## config.mk

```make
export PLATFORM = sky130hd
export DESIGN_NAME = jtag_tap_sysclk
export DESIGN_NICKNAME = d
export VERILOG_FILES = /design/src/rtl/jtag_tap_sysclk.sv
export SDC_FILE = /design/constraint.sdc
export NUM_CORES = 1
export LEC_CHECK = 0
export BUFFER_PORTS_ARGS = -buffer_cell sky130_fd_sc_hd__buf_2
export CORE_UTILIZATION = 50
export CTS_BUF_LIST = sky130_fd_sc_hd__clkbuf_4 sky130_fd_sc_hd__clkbuf_8
export DETAILED_ROUTE_END_ITERATION = 6
export PLACE_DENSITY = 0.71
export SYNTH_ARGS = -nofsm -noshare
export SYNTH_HDL_FRONTEND = slang
export SYNTH_SLANG_ARGS = --single-unit
```

## constraint.sdc

```tcl
create_clock -name clk_i -period 5.8 [get_ports clk_i]
set_input_delay 1.16 -clock clk_i [delete_from_list [all_inputs] [get_ports clk_i]]
set_output_delay 1.16 -clock clk_i [all_outputs]
set_load 0.01 [all_outputs]
```

## src/rtl/jtag_tap_sysclk.sv

```systemverilog
// JTAG TAP target clocked entirely by the SoC clock: TCK/TMS/TDI/TRST are oversampled
// and the 16-state TAP controller advances on detected TCK edges.
module jtag_tap_sysclk #(
    parameter logic [31:0] IdCode     = 32'h1000_0DB3,
    parameter int unsigned IrLen      = 5,
    parameter int unsigned DrWidth    = 32,
    parameter int unsigned SyncStages = 2
) (
    input  logic               clk_i,
    input  logic               rst_ni,
    input  logic               jtag_tck_i,
    input  logic               jtag_tms_i,
    input  logic               jtag_trst_ni,
    input  logic               jtag_td_i,
    output logic               jtag_td_o,
    input  logic [DrWidth-1:0] user_capture_i,
    output logic [DrWidth-1:0] user_dr_o,
    output logic               user_update_o,
    output logic [3:0]         tap_state_o
);

    typedef enum logic [3:0] {
        TLR    = 4'd0,  RTI    = 4'd1,  SEL_DR = 4'd2,  CAP_DR = 4'd3,
        SH_DR  = 4'd4,  EX1_DR = 4'd5,  PA_DR  = 4'd6,  EX2_DR = 4'd7,
        UPD_DR = 4'd8,  SEL_IR = 4'd9,  CAP_IR = 4'd10, SH_IR  = 4'd11,
        EX1_IR = 4'd12, PA_IR  = 4'd13, EX2_IR = 4'd14, UPD_IR = 4'd15
    } tap_state_e;

    localparam logic [IrLen-1:0] IrIdcode = IrLen'(1);
    localparam logic [IrLen-1:0] IrUser   = IrLen'(5'h10);

    logic [SyncStages-1:0] tck_sync, tms_sync, tdi_sync, trst_sync;
    logic tck_q, tck_rise, tck_fall;
    logic tck_s, tms_s, tdi_s, trst_s;

    tap_state_e           state_q, state_nxt;
    logic [IrLen-1:0]     ir_q, ir_shift;
    logic [31:0]          id_shift;
    logic [DrWidth-1:0]   user_shift;
    logic [DrWidth:0]     user_shift_in;
    logic                 byp_shift;
    logic                 sel_id, sel_user;

    assign tck_s  = tck_sync[SyncStages-1];
    assign tms_s  = tms_sync[SyncStages-1];
    assign tdi_s  = tdi_sync[SyncStages-1];
    assign trst_s = trst_sync[SyncStages-1];

    assign sel_id        = (ir_q == IrIdcode);
    assign sel_user      = (ir_q == IrUser) && !sel_id;
    assign user_shift_in = {tdi_s, user_shift};
    assign tap_state_o   = state_q;

    // IEEE 1149.1 next-state function; every 4-bit code is a legal state.
    function automatic tap_state_e tap_next(input tap_state_e s, input logic tms);
        case (s)
            TLR:     tap_next = tms ? TLR    : RTI;
            RTI:     tap_next = tms ? SEL_DR : RTI;
            SEL_DR:  tap_next = tms ? SEL_IR : CAP_DR;
            CAP_DR:  tap_next = tms ? EX1_DR : SH_DR;
            SH_DR:   tap_next = tms ? EX1_DR : SH_DR;
            EX1_DR:  tap_next = tms ? UPD_DR : PA_DR;
            PA_DR:   tap_next = tms ? EX2_DR : PA_DR;
            EX2_DR:  tap_next = tms ? UPD_DR : SH_DR;
            UPD_DR:  tap_next = tms ? SEL_DR : RTI;
            SEL_IR:  tap_next = tms ? TLR    : CAP_IR;
            CAP_IR:  tap_next = tms ? EX1_IR : SH_IR;
            SH_IR:   tap_next = tms ? EX1_IR : SH_IR;
            EX1_IR:  tap_next = tms ? UPD_IR : PA_IR;
            PA_IR:   tap_next = tms ? EX2_IR : PA_IR;
            EX2_IR:  tap_next = tms ? UPD_IR : SH_IR;
            UPD_IR:  tap_next = tms ? SEL_DR : RTI;
            default: tap_next = TLR;
        endcase
    endfunction

    assign state_nxt = tap_next(state_q, tms_s);

    // Pin synchronizers and registered TCK edge strobes.
    always_ff @(posedge clk_i or negedge rst_ni) begin
        if (!rst_ni) begin
            tck_sync  <= '0;
            tms_sync  <= '0;
            tdi_sync  <= '0;
            trst_sync <= '0;
            tck_q     <= 1'b0;
            tck_rise  <= 1'b0;
            tck_fall  <= 1'b0;
        end else begin
            tck_sync  <= {tck_sync[SyncStages-2:0], jtag_tck_i};
            tms_sync  <= {tms_sync[SyncStages-2:0], jtag_tms_i};
            tdi_sync  <= {tdi_sync[SyncStages-2:0], jtag_td_i};
            trst_sync <= {trst_sync[SyncStages-2:0], jtag_trst_ni};
            tck_q     <= tck_s;
            tck_rise  <= tck_s & ~tck_q;
            tck_fall  <= ~tck_s & tck_q;
        end
    end

    // TAP controller, instruction/data registers and TDO.
    always_ff @(posedge clk_i or negedge rst_ni) begin
        if (!rst_ni) begin
            state_q       <= TLR;
            ir_q          <= IrIdcode;
            ir_shift      <= '0;
            id_shift      <= '0;
            user_shift    <= '0;
            byp_shift     <= 1'b0;
            jtag_td_o     <= 1'b0;
            user_dr_o     <= '0;
            user_update_o <= 1'b0;
        end else begin
            user_update_o <= 1'b0;
            if (!trst_s) begin
                state_q <= TLR;
                ir_q    <= IrIdcode;
            end else if (tck_rise) begin
                state_q <= state_nxt;
                if (state_q == SH_IR) begin
                    ir_shift <= {tdi_s, ir_shift[IrLen-1:1]};
                end
                if (state_q == SH_DR) begin
                    if (sel_id) begin
                        id_shift <= {tdi_s, id_shift[31:1]};
                    end else if (sel_user) begin
                        user_shift <= user_shift_in[DrWidth:1];
                    end else begin
                        byp_shift <= tdi_s;
                    end
                end
                // Actions tied to entering a state land together with the state change.
                case (state_nxt)
                    TLR:    ir_q     <= IrIdcode;
                    CAP_IR: ir_shift <= IrLen'(2'b01);
                    UPD_IR: ir_q     <= ir_shift;
                    CAP_DR: begin
                        if (sel_id) begin
                            id_shift <= IdCode;
                        end else if (sel_user) begin
                            user_shift <= user_capture_i;
                        end else begin
                            byp_shift <= 1'b0;
                        end
                    end
                    UPD_DR: begin
                        if (sel_user) begin
                            user_dr_o     <= user_shift;
                            user_update_o <= 1'b1;
                        end
                    end
                    default: ;
                endcase
            end

            if (tck_fall) begin
                if (state_q == SH_IR) begin
                    jtag_td_o <= ir_shift[0];
                end else if (state_q == SH_DR) begin
                    jtag_td_o <= sel_id ? id_shift[0] : (sel_user ? user_shift[0] : byp_shift);
                end else begin
                    jtag_td_o <= 1'b0;
                end
            end
        end
    end

endmodule
```

After elaboration in Yosys (flattened, before gate mapping) --
Index checks and enable logic that the tools add are counted.
Operators by class: add/subtract/negate cells 0, equality and inequality tests 23, bitwise logic cells 4, reductions and logical operators 12, order comparisons 0, mux-type cells 44, divide/modulo/power cells 0, shift-type cells 0, multiply operators 0
Operator list (count):
- 2-to-1 mux 32 bit | 10
- one-hot mux 4 bit (12 select lines) | 1
- equality test 4 bit, second input constant | 11
- 2-to-1 mux 4 bit | 6
- 2-to-1 mux 5 bit | 4
- 2-to-1 mux 1 bit | 17
- equality test 4 x 3 -> 1 bit, second input constant | 4
- equality test 4 x 2 -> 1 bit, second input constant | 3
- one-hot mux 5 bit (2 select lines) | 1
- logical NOT 4 bit | 2
- 2-to-1 mux 2 bit | 3
- 2-to-1 mux 3 bit | 2
- equality test 5 x 1 -> 1 bit, second input constant | 1
- equality test 5 bit, second input constant | 1
- equality test 4 x 1 -> 1 bit, second input constant | 1
- AND reduction 2 bit | 2
- AND reduction 4 bit | 1
- OR reduction 2 bit | 2
- != test 3 x 1 -> 1 bit, second input constant | 1
- AND reduction 3 bit | 1
- OR reduction 3 bit | 1
- bitwise AND 1 bit | 2
- != test 2 x 1 -> 1 bit, second input constant | 1
- inverter 1 bit | 2
- other kinds (3) | 3
Storage, ports and cells: ROM bits 0, word-level logic and storage cells 99, bits of input ports 38, register bits 124, latch bits 0, RAM bits 0, memories 0, output and inout port bits 38

Longest topological paths before layout --
Gate-level depths: netlist of the first run.
word-level depth 9, mapped depth 8, depth with buffers taken out 5

Worst setup path before layout of the first run --
OpenSTA, ideal clock, no wires.
path type reg-to-reg, start point register ir_q[1], end point register user_dr_o[0], cell stages (with the launch flop) 8, arrival 1.865 ns, path buffers 2, path slack 3.807 ns, clock period less this slack 1.993 ns, cells stage by stage dfrtp_1 > or3_4 > nor3b_4 > and3_1 > o211a_1 > buf_4 > buf_8 > mux2_1
On the way: longest elaborated chain between the ends 4
RTL lines:
- from (decl) | line 37 | logic [IrLen-1:0] ir_q, ir_shift;
- from (signal assigned) | line 104 | ir_q <= IrIdcode;
- from (signal assigned) | line 116 | ir_q <= IrIdcode;
- from (signal assigned) | line 133 | TLR: ir_q <= IrIdcode;
- equality test 5 x 1 -> 1 bit | line 49 | assign sel_id = (ir_q == IrIdcode);
- logical NOT 1 bit | line 50 | assign sel_user = (ir_q == IrUser) && !sel_id;
- logical AND 1 bit (*) | line 50
- AND reduction 4 bit (no source line) (*)
- to (signal assigned) | line 147 | user_dr_o <= user_shift;
- to (decl) | line 17 | output logic [DrWidth-1:0] user_dr_o,
Every way passes the cells marked *; elsewhere a longest branch is shown, timed or not. A chain may end at the register's enable or synchronous reset.

Worst setup path in the final report of the first run --
start point register ir_q[1], end point register user_shift[31]
On the way: longest elaborated chain between the ends 9
RTL lines:
- equality test 5 x 1 -> 1 bit | line 49
- logical NOT 1 bit | line 50
- logical AND 1 bit | line 50
- 2-to-1 mux 32 bit | line 125 | end else if (sel_user) begin
- 2-to-1 mux 32 bit | line 123 | if (sel_id) begin
- 2-to-1 mux 32 bit | line 122 | if (state_q == SH_DR) begin
- 2-to-1 mux 32 bit | line 139 | end else if (sel_user) begin
- 2-to-1 mux 32 bit | line 137 | if (sel_id) begin
- 2-to-1 mux 32 bit (*) | line 132 | case (state_nxt)
- to (signal assigned) | line 126 | user_shift <= user_shift_in[DrWidth:1];
- to (signal assigned) | line 140 | user_shift <= user_capture_i;
- to (decl) | line 39 | logic [DrWidth-1:0] user_shift;
Marked as above.

==> results of run 1 <==
[stage by stage]
step           util (%)  total power [mW]  hold WS (ns)
3_3_place_gp       56.2             0.940         0.335
2_1_floorplan         -             0.906         0.331
4_1_cts            60.0              1.65         0.354
6_report           60.0              1.63         0.350
3_5_place_dp       56.2             0.941         0.336
5_1_grt            60.0              1.70         0.358
[per-layer routing]
layer | GRT usage [%] | share of wire [%]
met3 | 6.08 | 4.2
met4 | 5.71 | 0.31
met5 | 0 | 0
met1 | 27.4 | 47
met2 | 32.4 | 49
[registers in the layout, indices dropped and copies added (netlist names)]
| signal | flops |
|---|---|
| tdi_sync | 2 |
| ir_shift | 5 |
| user_update_o | 1 |
| tck_fall | 1 |
| trst_sync | 2 |
| tck_q | 1 |
| ir_q | 5 |
| user_dr_o | 32 |
| byp_shift | 1 |
| user_shift | 32 |
| tck_rise | 1 |
| tap_state_o | 4 |
| tck_sync | 2 |
| jtag_td_o | 1 |
| tms_sync | 2 |
| id_shift | 32 |
[cells by family (layout without fill, tap and decap cells)]
logic type | after synthesis | in the layout | synth area share (%)
multiplexers | 35 | 35 | 7.49
AND/OR/NAND/NOR | 56 | 56 | 5.91
XOR/XNOR | 1 | 1 | 0.168
buffers and inverters | 41 | 118 | 4.55
AO/OA/AOI/OAI | 130 | 130 | 22.5
flip-flops | 124 | 124 | 59.4
[synthesized netlist by cell type, drive strengths merged]
library cell and number:
a211oi 2, a21oi 7, a22o 31, a22oi 2, a2bb2oi 32, a31oi 3, a32o 1, a32oi 1
and2 5, and3 3, and4 1, buf 20, clkbuf 14, dfrtp 123, dfstp 1, inv 7
mux2 33, mux2i 2, nand2 16, nand2b 2, nand3 7, nand4 2, nor2 7, nor2b 3
nor3 4, nor3b 2, nor4 1, nor4b 1, o2111ai 2, o211a 1, o21ai 8, o21bai 1
o22a 6, o22ai 33, or3 2, xor2 1
[placed cells by master, fill, tap and decap left out, types with 3 or more instances in the layout]
cell,instances
a21oi_1,7
a22o_1,31
a2bb2oi_2,30
a31oi_1,3
and2_1,3
and3_1,3
buf_2,74
buf_4,5
clkbuf_8,19
clkinv_2,3
clkinvlp_4,5
dfrtp_1,123
inv_1,7
mux2_1,32
nand2_1,16
nand3_1,7
nor2_1,7
nor2b_1,3
nor3_1,4
o21ai_0,8
o22a_1,6
o22ai_1,33
[power by group]
group	total (mW)	switching, mW	internal, mW
Sequential	0.878	0.00700	0.871
Combinational	0.0448	0.0283	0.0165
Clock	0.712	0.349	0.362
[layout make-up]
type	instances	share of cell area [%]
sequential	124	52.0
multi-input combinational	222	31.6
timing repair buffer	79	6.83
clock buffer	19	4.38
tap	133	2.79
clock inverter	13	1.97
inverter	7	0.440
[final timing paths]
path | endpoint | cells past startpoint | slack, ns | from
worst max-delay path | user_shift[31]$_DFFE_PN0P_ | 5 | 2.73 | ir_q[1]$_DFFE_PN0P_
worst max register to register | user_shift[31]$_DFFE_PN0P_ | 5 | 2.73 | ir_q[1]$_DFFE_PN0P_
worst min register to register | tck_sync[1]$_DFF_PN0_ | 0 | 0.35 | tck_sync[0]$_DFF_PN0_
worst min-delay path | tck_sync[1]$_DFF_PN0_ | 0 | 0.35 | tck_sync[0]$_DFF_PN0_
min in group asynchronous | id_shift[19]$_DFFE_PN0P_ | 1 | 0.86 | rst_ni
max in group asynchronous | user_dr_o[27]$_DFFE_PN0P_ | 2 | 3.74 | rst_ni
[worst register-to-register path: cells and delay by family, from the launching register on]
kind,cells,cell delay (ns)
simple gates,4,2.40
compound gates,1,0.22
flops,1,0.38
==> metrics.cfg, run 1 <==
[worst_setup_path]
cp_common_cell = and2_2
required_ns = 6.14
worst-path-buf-inv = 0
path_max_fanout = 33
slowest_stage = and2_2
arrival_ns = 3.42
critPathMaxStageDelay_ns = 0.92
criticalPathCategory = reg -> reg
cp-end-kind = flop
cp_top_family = simple AND/OR/NAND/NOR gates
cp-start-kind = flop
path_cells = or3_4 > nor3b_4 > and2_2 > and2_2 > a2bb2oi_1

[clock_network]
cts_resized = 0
cts_root_buf = clkbuf_8
cts_tree = done
path_clk_slew_ns = 0.08
clockBufferDepth = 2
cts_max_level = 4
numCtsBuffers = 17
clock_latency_ns = 0.42
cts_hold_buf = 0
clock_sinks = 124
cts_setup_buffers = 0

[cells_and_area]
area_growth_pct = 14.2
final_area_um2 = 5970
diodes = 0
fillCellCount = 801
regArea_um2 = 3100
final_cells = 597
layout-drive-gt1-share_pct = 31.9
layout.nets = 489
multi_input_area_um2 = 1890

[hold_path]
min_path_type = reg -> reg

[synth]
syn_area_um2 = 5230
synth_top_cell_by_area = dfrtp_1
synthCells = 387
syn_area_per_cell_um2 = 13.5
synth_top_area_share_pct = 58.9
synth_fp_nets = 425
ys_ff_latch = 124
synth_area_leaders = dfrtp_1 59%, a2bb2oi_2 8.6%, mux2_1 6.9%
synth_cell_types = 43
synth_seq_area_share_pct = 59.4
ys_warn_count = 0

[grt]
grt_pass1_wl_um = 17600
grt_max_degree = 75
track_usage_pct = 20.5
grt_overflow = 0
grt_pass1_vias = 3534
antenna_found_initial = 0

[floorplanning]
die_h_um = 104
core_area_um2 = 9950
die_area_um2 = 10900
die_x_um = 104
io-pin-count = 76
row_count = 36
start_util_pct = 52.5

[sta]
fin_crit_sh_pct = 53.0
max_clock_freq_ghz = 0.325
tightest_slew_ns = 0.951
skew_ns = 0.0104
setup_violations = 0
rsz0062_at_grt = no
period_needed_ns = 3.07
maxSlewHeadroom_pct = 36.6
slew_violations = 0
fin_ws_ns = 2.73
hold_viol = 0
setup_tns_ns = 0

[routing]
vias = 3416
drt-initial-drc-count = 151
drtAntennaViolNets = 0
detail_route.wl_per_cell_um = 17.0
routed_wl_um = 10100
first_pass_iters = 4
drc_errors = 0
vias_per_cell = 5.72

[pwr]
p_per_area_nw_per_um2 = 274
p_leak_nw = 3.01
ir_drop_mv = 0.148

[outcome]
outcome = completed

[placed_design]
pre_cts_slack_ns = 2.73
place_area_um2 = 5590
place_hpwl_um = 6490
port_buffers = 75
place.gp.congestion = 0.815
place_inst = 565

[run]
cap_viol_max_count = 0

Power figures use the tool's default switching activity.
==> inputs of run 2 (changes only) <==
ABC_AREA = 1   (was unset)
PLACE_DENSITY = 0.73   (was 0.71)
clock period = 2.8 ns   (was 5.8 ns; I/O delays follow)
==> metrics.cfg, run 2 <==
[sta]
period_needed_ns = 2.39
fin_crit_sh_pct = 85.5
skew_ns = 0.00913
max_clock_freq_ghz = 0.418
hold_viol = 0
setup_tns_ns = 0
slew_violations = 0
maxSlewHeadroom_pct = 26.2
setup_violations = 0
rsz0062_at_grt = no
tightest_slew_ns = 1.11

[clock_network]
cts_resized = 0
clock_sinks = 124
cts_tree = done
cts_setup_buffers = 0
clockBufferDepth = 2
cts_hold_buf = 0
cts_root_buf = clkbuf_8
clock_latency_ns = 0.45
numCtsBuffers = 17
path_clk_slew_ns = 0.07
cts_max_level = 4

[grt]
use_met3_pct = 5.47
antenna_found_initial = 0
grt_overflow = 0
grt_pass1_vias = 4671
grt_max_degree = 66
met2_usage_pct = 33.2
top_usage_layer = met2
use_met1_pct = 30.8
track_usage_pct = 22.3
grt_pass1_wl_um = 21900

[worst_setup_path]
cp-start-kind = flop
r2r_cells = 9
startpoint = tap_state_o[1]$_DFFE_PN0P_
path_max_fanout = 64
r2r-end = user_shift[22]$_DFFE_PN0P_
cp-end-kind = flop
rr_startpoint = tap_state_o[1]$_DFFE_PN0P_
criticalPathCategory = reg -> reg
required_ns = 3.12
arrival_ns = 2.71
r2r_slack_ns = 0.41

[pwr]
p_comb_share_pct = 10.5
seqPwrFrac_pct = 50.0
p_clk_share_pct = 39.4
p_switching_mw = 1.06
cell_internal_pwr_mw = 2.93
ir_drop_mv = 0.372
p_leak_nw = 3.43
p_sw_share_pct = 26.5
p_per_area_nw_per_um2 = 594

[cells_and_area]
reg_top3 = id_shift (32), user_dr_o (32), user_shift (32)
multi_input_area_um2 = 2280
diodes = 0
layout-drive-gt1-share_pct = 20.0
fillCellCount = 992
regArea_um2 = 3100
area_growth_pct = 13.5
final_common_cell = nand2_1
most-common-layout-cells = 173 x nand2_1, 123 x dfrtp_1, 84 x o21ai_1, 74 x buf_2, 69 x inv_1
final_area_um2 = 6720
layout.nets = 814
utilization_pct = 58.6

[synth]
synth_top_family_by_area = compound AO/OA/AOI/OAI gates
synth-xor-area-share_pct = 0
syn_area_um2 = 5920
synth-edff-count = 0
ys.flop_type = dfrtp_1
synth_cell_types = 29
synth_seq_area_share_pct = 52.5
synthCells = 713
synth_compound_area_share_pct = 21.7
synth_area_leaders = dfrtp_1 52%, nand2_1 11%, o21ai_1 7.1%
synth_common_cells = 174 x nand2_1, 123 x dfrtp_1, 84 x o21ai_1, 69 x inv_1, 61 x o21ai_0
ys_ff_latch = 124
muxShareOfSynthArea_pct = 0
async_flop_share_pct = 100
synth.most_common_cell = nand2_1
synth_top_area_share_pct = 52.0
ys_warn_count = 0
synth_top_cell_by_area = dfrtp_1
synth_fp_nets = 751
yosys.area_share.simple_pct = 16.8
syn_area_per_cell_um2 = 8.30
synth-adder-area-share_pct = 0

[routing]
detail_route.wl_per_cell_um = 13.6
routed_wl_um = 12600
vias = 4947
drc_errors = 0
drtAntennaViolNets = 0
drt-initial-drc-count = 406
first_pass_iters = 5
vias_per_cell = 5.31

[floorplanning]
die_x_um = 111
die_area_um2 = 12300
row_count = 39
core_area_um2 = 11500
io-pin-count = 76
die_h_um = 111
start_util_pct = 51.6

[run]
cap_viol_max_count = 0

[hold_path]
min_path_type = in -> async

[placed_design]
place_area_um2 = 6320
port_buffers = 75
place_hpwl_um = 8270
place.gp.congestion = 0.850

[outcome]
outcome = completed

## run 2: stage by stage
stage	cells	worst slack (ns)	power, mW	hold WS, ns
after floorplan	713	0.993	2.30	0.264
after global placement	900	0.553	2.43	0.335
after detailed placement	900	0.470	2.45	0.336
after CTS	932	0.440	4.04	0.136
after global routing	932	0.142	4.20	0.163
final	932	0.406	3.99	0.113
## run 2: worst max path at each step
stage               cells after the start  slack [ns]                    endpoint
CTS                                     9        0.44  user_shift[22]$_DFFE_PN0P_
floorplan                              11        0.99   user_shift[0]$_DFFE_PN0P_
finish                                  9        0.41  user_shift[22]$_DFFE_PN0P_
global placement                        7        0.55    id_shift[14]$_DFFE_PN0P_
global route                            8        0.14  user_shift[24]$_DFFE_PN0P_
detailed placement                      9        0.47  user_shift[20]$_DFFE_PN0P_
## run 2: area by class of cell
type / instances / share of cell area [%]
Timing Repair Buffer: 84 / 7.00
Multi-Input combinational cell: 473 / 33.9
Tap cell: 143 / 2.66
Sequential cell: 124 / 46.2
Inverter: 76 / 4.25
Clock buffer: 21 / 4.21
Clock inverter: 11 / 1.73
## run 2: cells by family after synthesis
kind of cell    count (synthesis)
compound gates                231
flops                         124
buf+inv                       116
simple gates                  242
## run 2: critical path, cell delays in order, from the launching register on
cell and delay [ns]:
dfrtp_1 0.44, nor2_1 0.22, inv_1 0.09, nor2_2 0.15, inv_2 0.06, or2_2 0.67
o21ai_1 0.28, a21oi_1 0.10, o21ai_1 0.12, o21ai_0 0.12
## run 2: routing by layer
metal | routed length, um | share of wire (%)
met4 | 302 | 2.4
met5 | 0 | 0
met1 | 5890 | 47
met2 | 5930 | 47
met3 | 514 | 4.1
## run 2: power groups by stage
stage / logic (mW) / registers (mW) / clock network (mW)
3_3_place_gp: 0.403 / 2.02 / 0
5_1_grt: 0.493 / 2.01 / 1.70
3_5_place_dp: 0.421 / 2.03 / 0
2_1_floorplan: 0.287 / 2.01 / 0
4_1_cts: 0.424 / 2.00 / 1.62
6_report: 0.420 / 2.00 / 1.57
==> inputs of run 3 (changes only) <==
RECOVER_POWER = 50   (was unset)
==> metrics.cfg, run 3 (synthesized netlist as in run 2, its figures left out) <==
[worst_setup_path]
path_cells = nor2_1 > inv_1 > nor2_2 > inv_2 > or2_2 > o21ai_1 > a21oi_1 > o21ai_1 > o21ai_0
arrival_ns = 2.71
r2r_slack_ns = 0.41
critPathMaxStageDelay_ns = 0.66
r2r-end = user_shift[22]$_DFFE_PN0P_
cp-start-kind = flop
cp_common_cell = o21ai_1
criticalPathCategory = reg -> reg
startpoint = tap_state_o[1]$_DFFE_PN0P_
slowest_stage = or2_2
cp-end-kind = flop
r2r_cells = 9
rr_startpoint = tap_state_o[1]$_DFFE_PN0P_
required_ns = 3.12
path_max_fanout = 64

[sta]
holdWs_ns = 0.225
max_clock_freq_ghz = 0.418
fin_ws_ns = 0.408
skew_ns = 0.0105
period_needed_ns = 2.39
slew_violations = 0
setup_tns_ns = 0
tightest_slew_ns = 1.24
setup_violations = 0
rsz0062_at_grt = no
fin_crit_sh_pct = 85.4
maxSlewHeadroom_pct = 17.4
hold_viol = 0

[hold_path]
hold_path_end = tms_sync[0]$_DFF_PN0_
min_path_type = in -> reg
hp-start = jtag_tms_i
min_path_cells = 1

[run]
cap_viol_max_count = 0

[floorplanning]
io-pin-count = 76
die_x_um = 111
die_area_um2 = 12300
row_count = 39
start_util_pct = 51.6
die_h_um = 111
core_area_um2 = 11500

[clock_network]
clockBufferDepth = 2
clock_latency_ns = 0.45
path_clk_slew_ns = 0.07
cts_hold_buf = 0
numCtsBuffers = 17
clock_sinks = 124
cts_tree = done
cts_root_buf = clkbuf_8
cts_setup_buffers = 0
cts_resized = 0
cts_max_level = 4

[cells_and_area]
area_growth_pct = 13.0
utilization_pct = 58.3
layout-drive-gt1-share_pct = 19.1
layout.nets = 814
final_cells = 932
diodes = 0
final_area_um2 = 6690
reg_top3 = id_shift (32), user_dr_o (32), user_shift (32)
final_common_cell = nand2_1
most-common-layout-cells = 173 x nand2_1, 123 x dfrtp_1, 84 x o21ai_1, 69 x inv_1, 67 x buf_2

[grt]
antenna_found_initial = 0
grt_pass1_vias = 4671
grt_max_degree = 66
track_usage_pct = 22.3
grt_overflow = 0
grt_pass1_wl_um = 21900

[placed_design]
place_inst = 900
place.gp.congestion = 0.850
pre_cts_slack_ns = 0.470
port_buffers = 75
place_hpwl_um = 8270
place_area_um2 = 6320

[routing]
drtAntennaViolNets = 0
routed_wl_um = 12600
first_pass_iters = 5
drt-initial-drc-count = 431
vias_per_cell = 5.34
vias = 4978
detail_route.wl_per_cell_um = 13.5
drc_errors = 0

[pwr]
power.total_mw = 3.99
p_per_area_nw_per_um2 = 596
ir_drop_mv = 0.372
p_leak_nw = 3.39

[outcome]
outcome = completed

run 3: cell count changes in the layout (fill, tap and decap cells not counted), sizes merged:
| cell | before | now |
|---|---|---|
| buf | 84 | 74 |
| clkbuf | 21 | 31 |
run 3: power by group:
| group | switching [mW] | internal [mW] |
|---|---|---|
| Clock | 0.711 | 0.865 |
| Sequential | 0.0768 | 1.92 |
| Combinational | 0.271 | 0.145 |
run 3: worst max path at each step:
stage | to | slack [ns] | cells after the start
2_1_floorplan | user_shift[0]$_DFFE_PN0P_ | 0.99 | 11
3_3_place_gp | id_shift[14]$_DFFE_PN0P_ | 0.55 | 7
3_5_place_dp | user_shift[20]$_DFFE_PN0P_ | 0.47 | 9
4_1_cts | user_shift[22]$_DFFE_PN0P_ | 0.44 | 9
5_1_grt | id_shift[16]$_DFFE_PN0P_ | 0.12 | 2
6_report | user_shift[22]$_DFFE_PN0P_ | 0.41 | 9
run 3: area by class of cell:
cell class | instances | area (um2)
flip-flops and latches | 124 | 3100
multi-input cells | 473 | 2280
fillers | 1002 | 4780
clock buffers | 21 | 283
well taps | 143 | 179
inverters | 76 | 285
repair buffers | 84 | 442
clock inverters | 11 | 116
run 3: worst max-delay path, delay by kind of cell (launching register included):
kind / cells / cell delay [ns]
compound gates: 4 / 0.62
buf+inv: 2 / 0.15
flops: 1 / 0.44
simple gates: 3 / 1.03
run 3: routing by layer:
layer | wire length [um] | GRT usage [%] | part of all wire, % | vias up
met5 | 0 | 0 | 0 | -
met3 | 542 | 5.47 | 4.3 | 27
li1 | - | - | - | 2482
met4 | 302 | 10.3 | 2.4 | 0
met2 | 5850 | 33.2 | 46 | 135
met1 | 5910 | 30.8 | 47 | 2334
